$ cat src/rtl/primitive_calculator.sv
// Four-function hex calculator: encoder/button conditioning, entry FSM,
// 8-bit registered result and a two-digit multiplexed seven-segment display.
module primitive_calculator #(
  parameter int DEBOUNCE_LEN = 4,
  parameter int REFRESH_DIV  = 16
) (
  input  logic       clk,
  input  logic       rstb,
  input  logic       select,
  input  logic       restart,
  input  logic       rotary_a,
  input  logic       rotary_b,
  output logic [6:0] seven_segment_out,
  output logic       seven_segment_digit,
  output logic       led_flag,
  output logic       sync
);
  localparam int DCW = $clog2(DEBOUNCE_LEN) + 1;
  localparam int RCW = $clog2(REFRESH_DIV);

  typedef enum logic [1:0] {ENTER_A, ENTER_OP, ENTER_B, SHOW_RESULT} state_t;

  state_t state_q, state_d;
  logic [3:0] s1_q, s2_q;          // {rotary_b, rotary_a, restart, select}
  logic       ra_prev_q;
  logic [1:0] acc_q, acc_d;        // debounced {restart, select}
  logic [1:0][DCW-1:0] dcnt_q, dcnt_d;
  logic [1:0] press;
  logic       sel_evt, rst_evt, rot_evt, rot_dn;
  logic [3:0] a_q, a_d, b_q, b_d;
  logic [1:0] op_q, op_d;
  logic [7:0] r_q, r_d, disp_d;
  logic       led_d, sync_d, dig_d;
  logic [RCW-1:0] rcnt_q, rcnt_d;
  logic [3:0] nib_d;
  logic [6:0] seg_d;

  function automatic logic [7:0] calc(input logic [3:0] a, input logic [3:0] b,
                                      input logic [1:0] op);
    case (op)
      2'd0:    calc = {4'h0, a} + {4'h0, b};
      2'd1:    calc = {4'h0, a} - {4'h0, b};
      2'd2:    calc = {4'h0, a} * {4'h0, b};
      default: calc = {4'h0, a & b};
    endcase
  endfunction

  function automatic logic [6:0] font(input logic [3:0] n);
    case (n)
      4'h0: font = 7'h3F; 4'h1: font = 7'h06; 4'h2: font = 7'h5B; 4'h3: font = 7'h4F;
      4'h4: font = 7'h66; 4'h5: font = 7'h6D; 4'h6: font = 7'h7D; 4'h7: font = 7'h07;
      4'h8: font = 7'h7F; 4'h9: font = 7'h6F; 4'hA: font = 7'h77; 4'hB: font = 7'h7C;
      4'hC: font = 7'h39; 4'hD: font = 7'h5E; 4'hE: font = 7'h79; default: font = 7'h71;
    endcase
  endfunction

  // Debounce: accept the synced level only after DEBOUNCE_LEN differing cycles
  always_comb begin
    for (int i = 0; i < 2; i++) begin
      acc_d[i]  = acc_q[i];
      dcnt_d[i] = '0;
      if (s2_q[i] != acc_q[i]) begin
        if (dcnt_q[i] == DCW'(DEBOUNCE_LEN - 1)) acc_d[i] = s2_q[i];
        else dcnt_d[i] = dcnt_q[i] + 1'b1;
      end
    end
  end

  assign press   = acc_d & ~acc_q;
  assign sel_evt = press[0];
  assign rst_evt = press[1];
  assign rot_evt = s2_q[2] & ~ra_prev_q;
  assign rot_dn  = s2_q[3];

  always_ff @(posedge clk or negedge rstb) begin
    if (!rstb) begin
      s1_q      <= '0;
      s2_q      <= '0;
      ra_prev_q <= 1'b0;
      acc_q     <= '0;
      dcnt_q    <= '0;
    end else begin
      s1_q      <= {rotary_b, rotary_a, restart, select};
      s2_q      <= s1_q;
      ra_prev_q <= s2_q[2];
      acc_q     <= acc_d;
      dcnt_q    <= dcnt_d;
    end
  end

  always_ff @(posedge clk or negedge rstb) begin
    if (!rstb) state_q <= ENTER_A;
    else       state_q <= state_d;
  end

  // Rotary lands on the current field before select advances, so R sees it
  always_comb begin
    state_d = state_q;
    a_d     = a_q;
    b_d     = b_q;
    op_d    = op_q;
    r_d     = r_q;
    if (rst_evt) begin
      state_d = ENTER_A;
      a_d     = '0;
      b_d     = '0;
      op_d    = '0;
    end else begin
      if (rot_evt) begin
        case (state_q)
          ENTER_A:  a_d  = rot_dn ? a_q - 4'd1  : a_q + 4'd1;
          ENTER_OP: op_d = rot_dn ? op_q - 2'd1 : op_q + 2'd1;
          ENTER_B:  b_d  = rot_dn ? b_q - 4'd1  : b_q + 4'd1;
          default:  ;
        endcase
      end
      if (sel_evt) begin
        case (state_q)
          ENTER_A:  state_d = ENTER_OP;
          ENTER_OP: state_d = ENTER_B;
          ENTER_B: begin
            state_d = SHOW_RESULT;
            r_d     = calc(a_d, b_d, op_d);
          end
          default: begin
            state_d = ENTER_A;
            a_d     = '0;
            b_d     = '0;
            op_d    = '0;
          end
        endcase
      end
    end
  end

  // Outputs derive from next-state values so segments and digit stay aligned
  always_comb begin
    led_d  = (state_d == SHOW_RESULT) && (op_d == 2'd1) && (a_d < b_d);
    sync_d = (state_d == SHOW_RESULT) && (state_q != SHOW_RESULT);
    case (state_d)
      ENTER_A:  disp_d = {4'h0, a_d};
      ENTER_OP: disp_d = {6'h00, op_d};
      ENTER_B:  disp_d = {4'h0, b_d};
      default:  disp_d = r_d;
    endcase
    rcnt_d = (rcnt_q == RCW'(REFRESH_DIV - 1)) ? '0 : rcnt_q + 1'b1;
    dig_d  = (rcnt_q == RCW'(REFRESH_DIV - 1)) ? ~seven_segment_digit : seven_segment_digit;
    nib_d  = dig_d ? disp_d[7:4] : disp_d[3:0];
    seg_d  = font(nib_d);
  end

  always_ff @(posedge clk or negedge rstb) begin
    if (!rstb) begin
      a_q                 <= '0;
      b_q                 <= '0;
      op_q                <= '0;
      r_q                 <= '0;
      rcnt_q              <= '0;
      seven_segment_digit <= 1'b0;
      seven_segment_out   <= 7'h3F;
      led_flag            <= 1'b0;
      sync                <= 1'b0;
    end else begin
      a_q                 <= a_d;
      b_q                 <= b_d;
      op_q                <= op_d;
      r_q                 <= r_d;
      rcnt_q              <= rcnt_d;
      seven_segment_digit <= dig_d;
      seven_segment_out   <= seg_d;
      led_flag            <= led_d;
      sync                <= sync_d;
    end
  end
endmodule

$ cat config.mk
export PLATFORM = sky130hd
export DESIGN_NAME = primitive_calculator
export DESIGN_NICKNAME = d
export VERILOG_FILES = /design/src/rtl/primitive_calculator.sv
export SDC_FILE = /design/constraint.sdc
export NUM_CORES = 1
export LEC_CHECK = 0
export ABC_AREA = 1
export BUFFER_PORTS_ARGS = -buffer_cell sky130_fd_sc_hd__buf_4
export CORE_UTILIZATION = 60
export DETAILED_ROUTE_END_ITERATION = 8
export PLACE_DENSITY = 0.78
export SLEW_MARGIN = 20
export SYNTH_ARGS = -nofsm -noshare
export SYNTH_HDL_FRONTEND = slang
export SYNTH_SLANG_ARGS = --single-unit
$ cat constraint.sdc
create_clock -name clk -period 5 [get_ports clk]
set_input_delay 0.25 -clock clk [delete_from_list [all_inputs] [get_ports clk]]
set_output_delay 0.25 -clock clk [all_outputs]
set_load 0.1 [all_outputs]
### After elaboration in Yosys (flattened, before gate mapping)

Memories as Yosys holds them, arrays and structs flattened. A register that Yosys moved wholly into a read port is not among the register bits.
Index checks and enable logic that the tools add are counted.

* add/sub/neg operators: 11
* multiply operators: 1
* divide/modulo/power cells: 0
* magnitude comparators: 1
* eq/ne operators: 14
* shift-type cells: 0
* multiplexer cells: 40
* bitwise gates (word level): 6
* reductions and logical operators: 8

Operators by type and width (count)
* 4-bit 2-to-1 mux: 16
* 8-bit case mux with 3 select lines: 2
* 8-bit 2-to-1 mux: 3
* 2-bit 2-to-1 mux: 9
* 4-bit by 1-bit adder with 4-bit output, second input constant: 3
* 3-bit 2-to-1 mux: 4
* 2-bit by 1-bit == test with 1-bit output, second input constant: 4
* 2-bit == test, second input constant: 4
* 4-bit by 4-bit multiplier with 8-bit output: 1
* 4-bit by 1-bit subtractor with 4-bit output, second input constant: 2
* 3-bit by 1-bit adder with 3-bit output, second input constant: 2
* 3-bit by 2-bit == test with 1-bit output, second input constant: 2
* 2-bit logical NOT: 3
* 2-bit case mux with 3 select lines: 1
* 4-bit by 4-bit adder with 5-bit output: 1
* 1-bit 2-to-1 mux: 5
* 4-bit by 4-bit subtractor with 5-bit output: 1
* 4-bit bitwise AND: 1
* 4-bit == test, second input constant: 1
* 4-bit less-than comparator: 1
* 1-bit logical AND: 3
* 3-bit OR reduction: 1
* 2-bit by 1-bit adder with 2-bit output, second input constant: 1
* 2-bit bitwise AND: 1
* other kinds (7): 9

* register bits after elaboration: 44
* bits in latches: 0
* RAM bits: 0
* ROM bits: 112
* input bits: 6
* word-level logic and storage cells: 97
* memories: 1

Memories
* (no name shown): words 16, bits a word 7, read ports 1, clocked after Yosys merged registers in 1, write ports 0, RTL line 49 `case (n)`

### Longest topological paths before layout

Gate-level depths: netlist of run 1.

* depth in word-level cells: 12
* gate-level depth with buffers: 30
* mapped depth without buffers: 30

### Least setup slack after synthesis of run 1

OpenSTA, ideal clock, no wires.

* kind: register to register
* start point: register s2_q[3]
* end point: register seven_segment_out[3]
* setup time: 0.060 ns
* data arrival time: 4.341 ns
* data required time: 4.940 ns
* setup slack: 0.599 ns
* stages on the path, launching flop included: 30
* clock period less this slack: 4.401 ns
* cell sequence: dfrtp_1 -> ha_1 -> a21oi_1 -> nand2_1 -> nand2_1 -> nand3_1 -> nand2_1 -> nand2_1 -> inv_1 -> nand2_1 -> fa_1 -> inv_1 -> fa_1 -> inv_1 -> fa_1 -> xnor2_1 -> nand4_1 -> nand3_1 -> nand2_1 -> nand2_1 -> nand2_1 -> nand2_1 -> nand2_1 -> inv_1 -> ha_1 -> inv_1 -> nand2_2 -> nand2_1 -> nand2_1 -> nand2_1

* word-level cells in the longest chain between the ends: 11

Ends and longest elaborated chain
* start: declaration: RTL line 24 `logic [3:0] s1_q, s2_q;`
* start signal: assignment: RTL line 84 `s2_q <= s1_q;`
* 4-bit 2-to-1 mux, or another cell as far along: RTL line 111 `ENTER_A: a_d = rot_dn ? a_q - 4'd1 : a_q + 4'd1;`
* 4-bit 2-to-1 mux / 2-bit 2-to-1 mux (equally long branches): RTL line 110 `case (state_q)`
* 4-bit 2-to-1 mux / 2-bit 2-to-1 mux (equally long branches): RTL line 109 `if (rot_evt) begin`
* 4-bit 2-to-1 mux / 2-bit 2-to-1 mux (equally long branches): RTL line 103 `if (rst_evt) begin`
* 4-bit by 4-bit multiplier with 8-bit output, or another cell as far along: RTL line 43 `2'd2: calc = {4'h0, a} * {4'h0, b};`
* 8-bit case mux with 3 select lines *: RTL line 40 `case (op)`
* 8-bit 2-to-1 mux *: RTL line 118 `case (state_q)`
* 8-bit 2-to-1 mux *: RTL line 117 `if (sel_evt) begin`
* 8-bit 2-to-1 mux *: RTL line 103
* via r_d[4]: RTL line 32 `logic [7:0] r_q, r_d, disp_d;`
* 8-bit case mux with 3 select lines *: RTL line 140 `case (state_d)`
* 4-bit 2-to-1 mux *: RTL line 148 `nib_d = dig_d ? disp_d[7:4] : disp_d[3:0];`
* end: declaration: RTL line 13 `output logic [6:0] seven_segment_out,`

The timed path passes the listed nets; every way through them passes the cells marked *. The select of a mux whose other input is x is not followed.

### Worst setup path in the final report of run 1

Ends and elaborated chain as after synthesis.

==> flow_summary.toml, run 1 <==
[place]
dp_hpwl_um = 5880
placement.setup.worst_slack_ns = 0.132
port_buffers = 15
routabilityCongestion = 0.904
place_area_um2 = 3970

[routing]
drt-pass1-iter-count = 5
route.antenna.remaining_nets = 0
totalWireLength_um = 7470
detailedRoute.firstIterationViolations = 153
route.detailed.wl_per_inst_um = 12.9
via_count = 3070
drc = 0
post_dr_vias_cell = 5.28

[worst_setup_path]
path_max_fanout = 6
start_kind = "flip-flop"
cp_peak_stage_delay_ns = 0.56
crit_path_top_delay_cell = "sky130_fd_sc_hd__fa_1"
worst_path_most_repeated_cell = "sky130_fd_sc_hd__nand2_1"
arrival_ns = 4.89
timing.rr.start = "s2_q[3]"
worst-endpoint-required_ns = 5.25
path_class = "reg -> reg"
cp-startpoint = "s2_q[3]"
crit_path_end_kind = "flip-flop"

[layout]
multi_input_comb_area_um2 = 2180
seqCellArea_um2 = 1280
final_util = 0.687
synthToLayoutAreaGrowth_pct = 9.08
fillerInstances = 488
layout-drive-gt1-share = 0.166
antennaDiodeCount = 0
post-route-cell-area_um2 = 4120
nNetsFinal = 560

[sta]
setup_tns_ns = 0
slew_headroom = 0.584
fin_crit_ns = 4.64
finalSetupViolations = 0
timing.final.crit_share = 0.929
fmax_ghz = 0.215
worst-slew-pin-transition_ns = 0.625
finClkSkew_ns = 0.0178
fin_ws_ns = 0.357
timing.final.hold_violations = 0
hold_slack_ns = 0.0355
final-max-slew-violation-count = 0

[logic_synthesis]
average_cell_area_after_synthesis_um2 = 7.86
synth.most_common_cell = "sky130_fd_sc_hd__nand2_1"
mappedNetlistNets = 535
yosys_most_used_dff = "sky130_fd_sc_hd__dfrtp_1"
synth.cells.most_frequent = "sky130_fd_sc_hd__nand2_1, sky130_fd_sc_hd__inv_1, sky130_fd_sc_hd__dfrtp_1"
synth.cell_area_um2 = 3770
synth-edff-count = 0
asyncSetResetFlopFracSynth = 1.00
synth_top_cells_by_area = "sky130_fd_sc_hd__dfrtp_1, sky130_fd_sc_hd__nand2_1, sky130_fd_sc_hd__ha_1"
syn_inst = 480
post_synthesis_register_bit_count = 51
synth_top_area_share = 0.298
netlist.top_cell.by_area = "sky130_fd_sc_hd__dfrtp_1"
synthDistinctLibCells = 32
synthesis.yosys.warnings = 0
synth_sequential_area_ratio = 0.340

[floorplan]
die_x_um = 81.3
fp.dieArea_um2 = 6610
initial_core_util = 0.630
die_extent_in_y_um = 81.3
io_pins = 16
core_um2 = 5990
fp-row-count = 28

[clocking]
h-tree-depth = 2
clk-insertion-delay-late_ns = 0.31
cts.root.buffer_cell = "sky130_fd_sc_hd__clkbuf_8"
tritoncts_num_sinks = 51
worst_setup_hold_path_clk_slew_ns = 0.10
tritoncts_clock_tree = "built"
inserted_clock_buffers = 5
cts_buffer_depth = 2

[grt]
grtUsageTotal = 0.259
grt_first_pass_wirelength_um = 13100
grt_max_degree = 52
grtUsageMet1 = 0.322
grt_use_met3 = 0.0427
grt_use_met2 = 0.456
grt_pass1_vias = 2978
busiest_layer = "met2"
antenna_found_initial = 0
global_route_overflow = 0

[run]
cap_violations = 0

[run_status]
outcome = "completed"

[power_and_ir_drop]
power_density_nw_per_um2 = 637
p_leak_nw = 2.25
maximum_vdd_drop_mv = 0.465

[hold_path]
hp-class = "in -> reg"
min_from = "rotary_b"
-- where the power goes --
group	switching (W)	internal [W]
clock	0.000136	0.000151
combinational	0.00111	0.000642
sequential	0.0000665	0.000512
-- critical path, delay by kind of cell, from the launching register on --
kind / cells / cell delay, ns
xor+xnor: 1 / 0.18
simple gates: 17 / 1.21
flops: 1 / 0.48
fa+ha+maj: 5 / 2.14
compound gates: 1 / 0.16
buf+inv: 5 / 0.40
-- layer usage --
metal	part of all wire	wire [um]
met5	0	0
met1	0.46	3410
met3	0.040	296
met4	0.016	116
met2	0.49	3650
-- registers in the layout, indices dropped and copies added (netlist names) --
name                 cells
r_q                      8
a_q                      4
s1_q                     4
led_flag                 1
seven_segment_digit      1
rcnt_q                   4
acc_q                    2
op_q                     2
b_q                      4
ra_prev_q                1
dcnt_q                   6
s2_q                     4
state_q                  2
sync                     1
seven_segment_out        7
-- path summary, 6_finish.rpt --
| kind | slack, ns | end | cells past startpoint |
|---|---|---|---|
| max in group asynchronous | 4.03 | s2_q[3] | 2 |
| min in group asynchronous | 0.53 | acc_q[0] | 2 |
| setup / recovery | 0.36 | seven_segment_out[3] | 29 |
| hold / removal | 0.04 | s1_q[3] | 1 |
| hold reg to reg | 0.36 | s2_q[1] | 0 |
| setup reg to reg | 0.36 | seven_segment_out[3] | 29 |
-- cell families after synthesis --
logic type               after synthesis  synth area share
AND/OR/NAND/NOR                      265             0.336
adder cells (fa/ha/maj)               49             0.178
buffers and inverters                 79            0.0839
XOR/XNOR                              11            0.0255
flip-flops                            51             0.340
AO/OA/AOI/OAI                         25            0.0365
-- timing repair --
action,4_1_cts,5_1_grt
gates resized for setup,0,5
hold buffers,1,0
setup buffers,0,3
endpoints found under the setup margin,0,7
hold endpoints to repair,45,0
-- area by class of cell --
| type | count | area share |
|---|---|---|
| Sequential cell | 51 | 0.312 |
| Clock inverter | 2 | 0.00942 |
| Clock buffer | 6 | 0.0176 |
| Tap cell | 75 | 0.0228 |
| Multi-Input combinational cell | 350 | 0.530 |
| Inverter | 77 | 0.0714 |
| Timing Repair Buffer | 20 | 0.0365 |
-- cell usage in the layout (no fill, tap or decap), drive strengths merged --
| cell | instances |
|---|---|
| clkinv | 1 |
| clkbuf | 7 |
| buf | 18 |
| nand2 | 153 |
| fa | 8 |
| o21ai | 12 |
| dfstp | 6 |
| nand4 | 5 |
| xnor2 | 6 |
| ha | 41 |
| nor2 | 49 |
| nor3 | 5 |
| xor2 | 5 |
| dfrtp | 45 |
| bufinv | 1 |
| or2 | 3 |
| nor4 | 1 |
| nand3 | 47 |
| inv | 77 |
| nand3b | 2 |
| o21bai | 1 |
| o211ai | 1 |
| a21oi | 11 |
| dlygate4sd3 | 1 |
-- per-stage QoR --
step / instances / total power (W)
final: 581 / 0.00262
after floorplan: 480 / 0.00195
after global routing: 581 / 0.00293
after CTS: 578 / 0.00263
after detailed placement: 569 / 0.00231
after global placement: 569 / 0.00229
(Power assumes the default switching activity.)
==> run 2: changes to the inputs <==
--- a/config.mk
+++ b/config.mk
@@ -9,6 +9,7 @@
 export BUFFER_PORTS_ARGS = -buffer_cell sky130_fd_sc_hd__buf_4
 export CORE_UTILIZATION = 60
 export DETAILED_ROUTE_END_ITERATION = 8
+export MAX_ROUTING_LAYER = met4
 export PLACE_DENSITY = 0.78
 export SLEW_MARGIN = 20
 export SYNTH_ARGS = -nofsm -noshare
==> run 2 against run 1 <==
  * Count of clock-buffer cells in the layout is the same
  * Clock power barely moved
  * Setup slack improved by 0.053 ns
  * Sequential power about the same
  * First-iteration DRC count fell by 25%
  * Sequential share of layout area barely moved
  * Critical path depth did not move
  * Final cell count shrank 0.17%
  * Core utilization grew 0.063 points
  * Combinational power hardly changed
  * Die area unchanged
  * Sequential cell count unchanged
  * Critical endpoint unchanged
  * Largest power group unchanged
  * Highest routed layer unchanged
==> flow_summary.toml, run 2 (synthesis results as in run 1) <==
[place]
routabilityCongestion = 0.919
dp_hpwl_um = 5850
place_area_um2 = 3970
port_buffers = 15

[routing]
drt-pass1-iter-count = 5
post_dr_vias_cell = 5.23
detailedRoute.firstIterationViolations = 114
route.detailed.wl_per_inst_um = 12.8
drc = 0
via_count = 3032
totalWireLength_um = 7420
route.antenna.remaining_nets = 0

[clocking]
clk-insertion-delay-late_ns = 0.30
cts_buffer_depth = 2
cts.root.buffer_cell = "sky130_fd_sc_hd__clkbuf_8"
inserted_clock_buffers = 5
h-tree-depth = 2
tritoncts_clock_tree = "built"
worst_setup_hold_path_clk_slew_ns = 0.10
tritoncts_num_sinks = 51

[power_and_ir_drop]
pwr-share-seq = 0.221
maximum_vdd_drop_mv = 0.426
pwr-share-comb = 0.671
swShare = 0.503
clock_power_share = 0.109
power_density_nw_per_um2 = 640
switchingPower_w = 0.00132
intPower_w = 0.00131
p_leak_nw = 2.24
design_power_total_w = 0.00263

[grt]
antenna_found_initial = 0
global_route_overflow = 0
grt_max_degree = 52
grt_first_pass_wirelength_um = 13000
grt_pass1_vias = 2962
grtUsageTotal = 0.267

[sta]
final-max-slew-violation-count = 0
setup_tns_ns = 0
fmax_ghz = 0.218
slew_headroom = 0.579
worst-slew-pin-transition_ns = 0.631
finalSetupViolations = 0
timing.final.crit_share = 0.918
hold_slack_ns = 0.0423
finClkSkew_ns = 0.0146
timing.final.hold_violations = 0
fin_crit_ns = 4.59

[hold_path]
min_delay_path_depth = 1
hp-class = "in -> reg"
min_from = "rotary_b"

[floorplan]
io_pins = 16
die_extent_in_y_um = 81.3
die_x_um = 81.3
core_um2 = 5990
fp.dieArea_um2 = 6610
fp-row-count = 28
initial_core_util = 0.630

[worst_setup_path]
crit_path_top_delay_cell = "sky130_fd_sc_hd__fa_1"
crit_path_end_kind = "flip-flop"
r2r_slack_ns = 0.41
crit_path_end = "seven_segment_out[3]"
worst-endpoint-required_ns = 5.25
start_kind = "flip-flop"
cp-startpoint = "s2_q[3]"
path_max_fanout = 8
arrival_ns = 4.84
cp_peak_stage_delay_ns = 0.55
path_class = "reg -> reg"
timing.rr.end = "seven_segment_out[3]"
timing.reg2reg.worst_path_depth = 29
timing.rr.start = "s2_q[3]"
worst_path_most_repeated_cell = "sky130_fd_sc_hd__nand2_1"

[layout]
synthToLayoutAreaGrowth_pct = 9.18
seqCellArea_um2 = 1280
largestRegisters = "r_q (8), seven_segment_out (7), dcnt_q (6)"
multi_input_comb_area_um2 = 2190
antennaDiodeCount = 0
mostFrequentLayoutCell = "sky130_fd_sc_hd__nand2_1"
max_ffs_per_register = 8
post-route-cell-area_um2 = 4120
regMostFlops = "r_q"
nNetsFinal = 559
fillerInstances = 492
layout_common_cells = "sky130_fd_sc_hd__nand2_1, sky130_fd_sc_hd__inv_1, sky130_fd_sc_hd__dfrtp_1"
layout-drive-gt1-share = 0.166

[run]
cap_violations = 0

[run_status]
outcome = "completed"
run 2: what timing repair did:
item,in CTS,in global routing
endpoints found under the hold margin,45,0
buffers inserted,0,2
resized for setup,0,6
hold buffers,1,0
endpoints found under the setup margin,0,7
run 2: worst min path at each step:
stage / endpoint / slack [ns]
3_5_place_dp: s1_q[0] / 0.31
4_1_cts: s1_q[3] / 0.03
3_3_place_gp: s1_q[0] / 0.31
5_1_grt: s1_q[3] / 0.02
2_1_floorplan: a_q[0] / -0.05
6_report: s1_q[3] / 0.04
run 2: area by class of cell:
type	count	area share
clock buffers	6	0.0176
clock inverters	2	0.00941
inverters	77	0.0714
multi-input cells	350	0.532
flip-flops and latches	51	0.312
well taps	75	0.0228
repair buffers	19	0.0352
run 2: power by group through the flow:
stage                     clock [W]  combinational [W]  sequential, W
final                      0.000286            0.00177       0.000581
after global placement            0            0.00171       0.000582
after CTS                  0.000292            0.00176       0.000579
after global routing       0.000309            0.00207       0.000593
after detailed placement          0            0.00174       0.000587
after floorplan                   0            0.00131       0.000642
run 2: stage by stage:
stage	utilization	instances	setup slack, ns
after global routing	0.688	580	-0.00970
after detailed placement	0.662	569	0.145
final	0.688	580	0.410
after floorplan	-	480	0.599
after CTS	0.682	578	0.104
after global placement	0.662	569	0.341
run 2: critical path, delay by kind of cell (launching register included):
family	cells	cell delay, ns
and+or+nand+nor	17	1.23
xor gates and xnor gates	1	0.18
AOI/OAI and AO/OA	1	0.16
adders and majority gates	5	2.04
buffers and inverters	5	0.40
DFF	1	0.50
run 2: per-layer routing:
layer / share of wire / routed length (um) / up-vias / global-route usage
met4: 0.012 / 90 / 0 / 0.0661
met5: 0 / 0 / - / -
met1: 0.46 / 3380 / 1408 / 0.329
met2: 0.49 / 3630 / 64 / 0.451
met3: 0.043 / 320 / 11 / 0.0472
li1: - / - / 1549 / -
==> run 3: changes to the inputs <==
--- a/config.mk
+++ b/config.mk
@@ -7,10 +7,9 @@
 export LEC_CHECK = 0
 export ABC_AREA = 1
 export BUFFER_PORTS_ARGS = -buffer_cell sky130_fd_sc_hd__buf_4
-export CORE_UTILIZATION = 60
+export CORE_UTILIZATION = 30
 export DETAILED_ROUTE_END_ITERATION = 8
 export MAX_ROUTING_LAYER = met4
-export PLACE_DENSITY = 0.78
 export SLEW_MARGIN = 20
 export SYNTH_ARGS = -nofsm -noshare
 export SYNTH_HDL_FRONTEND = slang
==> run 3 against run 2 <==
  * Die area increased by 97%
  * Count of clock-buffer cells in the layout is the same
  * Combinational power barely moved
  * Maximum frequency rose by 0.48%
  * Register-to-register slack better by 0.02 ns
  * Final cell count is 16% higher
  * Global-route usage is 13 points lower
  * Largest cell class unchanged
  * Highest routed layer unchanged
  * Clock skew down 0.0035 ns
  * Sequential cell count did not move
  * First-iteration DRC count decreased by 18%
==> flow_summary.toml, run 3 (synthesis results as in run 1) <==
[run_status]
outcome = "completed"

[floorplan]
fp-row-count = 40
fp.dieArea_um2 = 13000
io_pins = 16
core_um2 = 12100
initial_core_util = 0.312
die_x_um = 114
die_extent_in_y_um = 114

[layout]
nNetsFinal = 559
seqCellArea_um2 = 1280
synthToLayoutAreaGrowth_pct = 13.8
layout_common_cells = "sky130_fd_sc_hd__nand2_1, sky130_fd_sc_hd__inv_1, sky130_fd_sc_hd__dfrtp_1"
max_ffs_per_register = 8
final_util = 0.355
post-route-cell-area_um2 = 4300
largestRegisters = "r_q (8), seven_segment_out (7), dcnt_q (6)"
regMostFlops = "r_q"
mostFrequentLayoutCell = "sky130_fd_sc_hd__nand2_1"
layout-drive-gt1-share = 0.166
multi_input_comb_area_um2 = 2180
antennaDiodeCount = 0
fillerInstances = 1308

[sta]
fin_crit_ns = 4.57
fmax_ghz = 0.219
slew_headroom = 0.583
rsz0062_at_grt = "no"
hold_slack_ns = 0.0575
setup_tns_ns = 0
finClkSkew_ns = 0.0111
worst-slew-pin-transition_ns = 0.625
final-max-slew-violation-count = 0
timing.final.hold_violations = 0
timing.final.crit_share = 0.914
finalSetupViolations = 0

[run]
cap_violations = 0

[place]
dp_hpwl_um = 6080
place_area_um2 = 4090
routabilityCongestion = 0.871
port_buffers = 15

[routing]
route.detailed.wl_per_inst_um = 11.5
detailedRoute.firstIterationViolations = 94
drt-pass1-iter-count = 4
totalWireLength_um = 7750
via_count = 2970
post_dr_vias_cell = 4.41
route.antenna.remaining_nets = 0
drc = 0

[worst_setup_path]
crit_path_top_delay_cell = "sky130_fd_sc_hd__fa_1"
critical_path.top_delay_family = "adder cells"
crit_path_end_kind = "flip-flop"
cp-startpoint = "s2_q[3]"
start_kind = "flip-flop"
path_class = "reg -> reg"
worst-endpoint-required_ns = 5.19
critical_path.n_buffers_inverters = 7
cp_peak_stage_delay_ns = 0.57
arrival_ns = 4.76
timing.rr.start = "s2_q[3]"
path_max_fanout = 9
worst_path_most_repeated_cell = "sky130_fd_sc_hd__nand2_1"

[clocking]
worst_setup_hold_path_clk_slew_ns = 0.07
tritoncts_num_sinks = 51
tritoncts_clock_tree = "built"
inserted_clock_buffers = 5
cts_buffer_depth = 2
clk-insertion-delay-late_ns = 0.30
h-tree-depth = 2
cts.root.buffer_cell = "sky130_fd_sc_hd__clkbuf_16"

[grt]
global_route_overflow = 0
grtUsageTotal = 0.137
grt_first_pass_wirelength_um = 13700
antenna_found_initial = 0
grt_max_degree = 52
grt_pass1_vias = 2984

[power_and_ir_drop]
maximum_vdd_drop_mv = 0.344
p_leak_nw = 2.27
power_density_nw_per_um2 = 643

[hold_path]
hp-class = "in -> reg"
min_from = "rotary_a"
-- run 3: cell counts in the layout (fill, tap and decap cells not counted) --
Identical to the previous run, type by type.
-- run 3: final cells by class --
| cell class | count | area share |
|---|---|---|
| flip-flops and latches | 51 | 0.299 |
| clock buffers | 6 | 0.0300 |
| clock inverters | 2 | 0.00903 |
| multi-input cells | 350 | 0.508 |
| inverters | 77 | 0.0685 |
| repair buffers | 19 | 0.0367 |
| well taps | 168 | 0.0489 |
-- run 3: final timing paths --
check | to | slack [ns] | depth (start not counted)
max reg2reg | seven_segment_out[6] | 0.43 | 27
min in group asynchronous | acc_q[0] | 0.53 | 2
max | seven_segment_out[6] | 0.43 | 27
min | s1_q[2] | 0.06 | 1
min reg2reg | s2_q[0] | 0.35 | 0
max in group asynchronous | s2_q[3] | 4.04 | 2
-- run 3: routing by layer --
layer / GRT usage / part of all wire / vias to the layer above / wire length (um)
li1: - / - / 1545 / -
met1: 0.172 / 0.47 / 1366 / 3670
met2: 0.221 / 0.48 / 47 / 3740
met3: 0.0233 / 0.033 / 12 / 257
met4: 0.0485 / 0.011 / 0 / 87
met5: - / 0 / - / 0
-- run 3: where the power goes --
group	switching (W)	internal, W	total [W]	leakage (nW)
Clock	0.000153	0.000238	0.000392	0.0815
Sequential	0.0000662	0.000513	0.000579	0.627
Combinational	0.00114	0.000656	0.00179	1.57
Total	0.00136	0.00141	0.00276	2.27
-- run 3: per-stage QoR --
stage | setup WS, ns | cells | total power, W
2_1_floorplan | 0.599 | 480 | 0.00195
3_3_place_gp | 0.313 | 663 | 0.00233
3_5_place_dp | 0.172 | 663 | 0.00236
4_1_cts | 0.151 | 672 | 0.00277
5_1_grt | 0.0320 | 673 | 0.00310
6_report | 0.432 | 673 | 0.00276
-- run 3: timing repair --
item,4_1_cts,5_1_grt
hold buffers,1,0
setup buffers,0,1
hold endpoints to repair,16,0
setup endpoints to repair,0,7
gates resized for setup,0,6
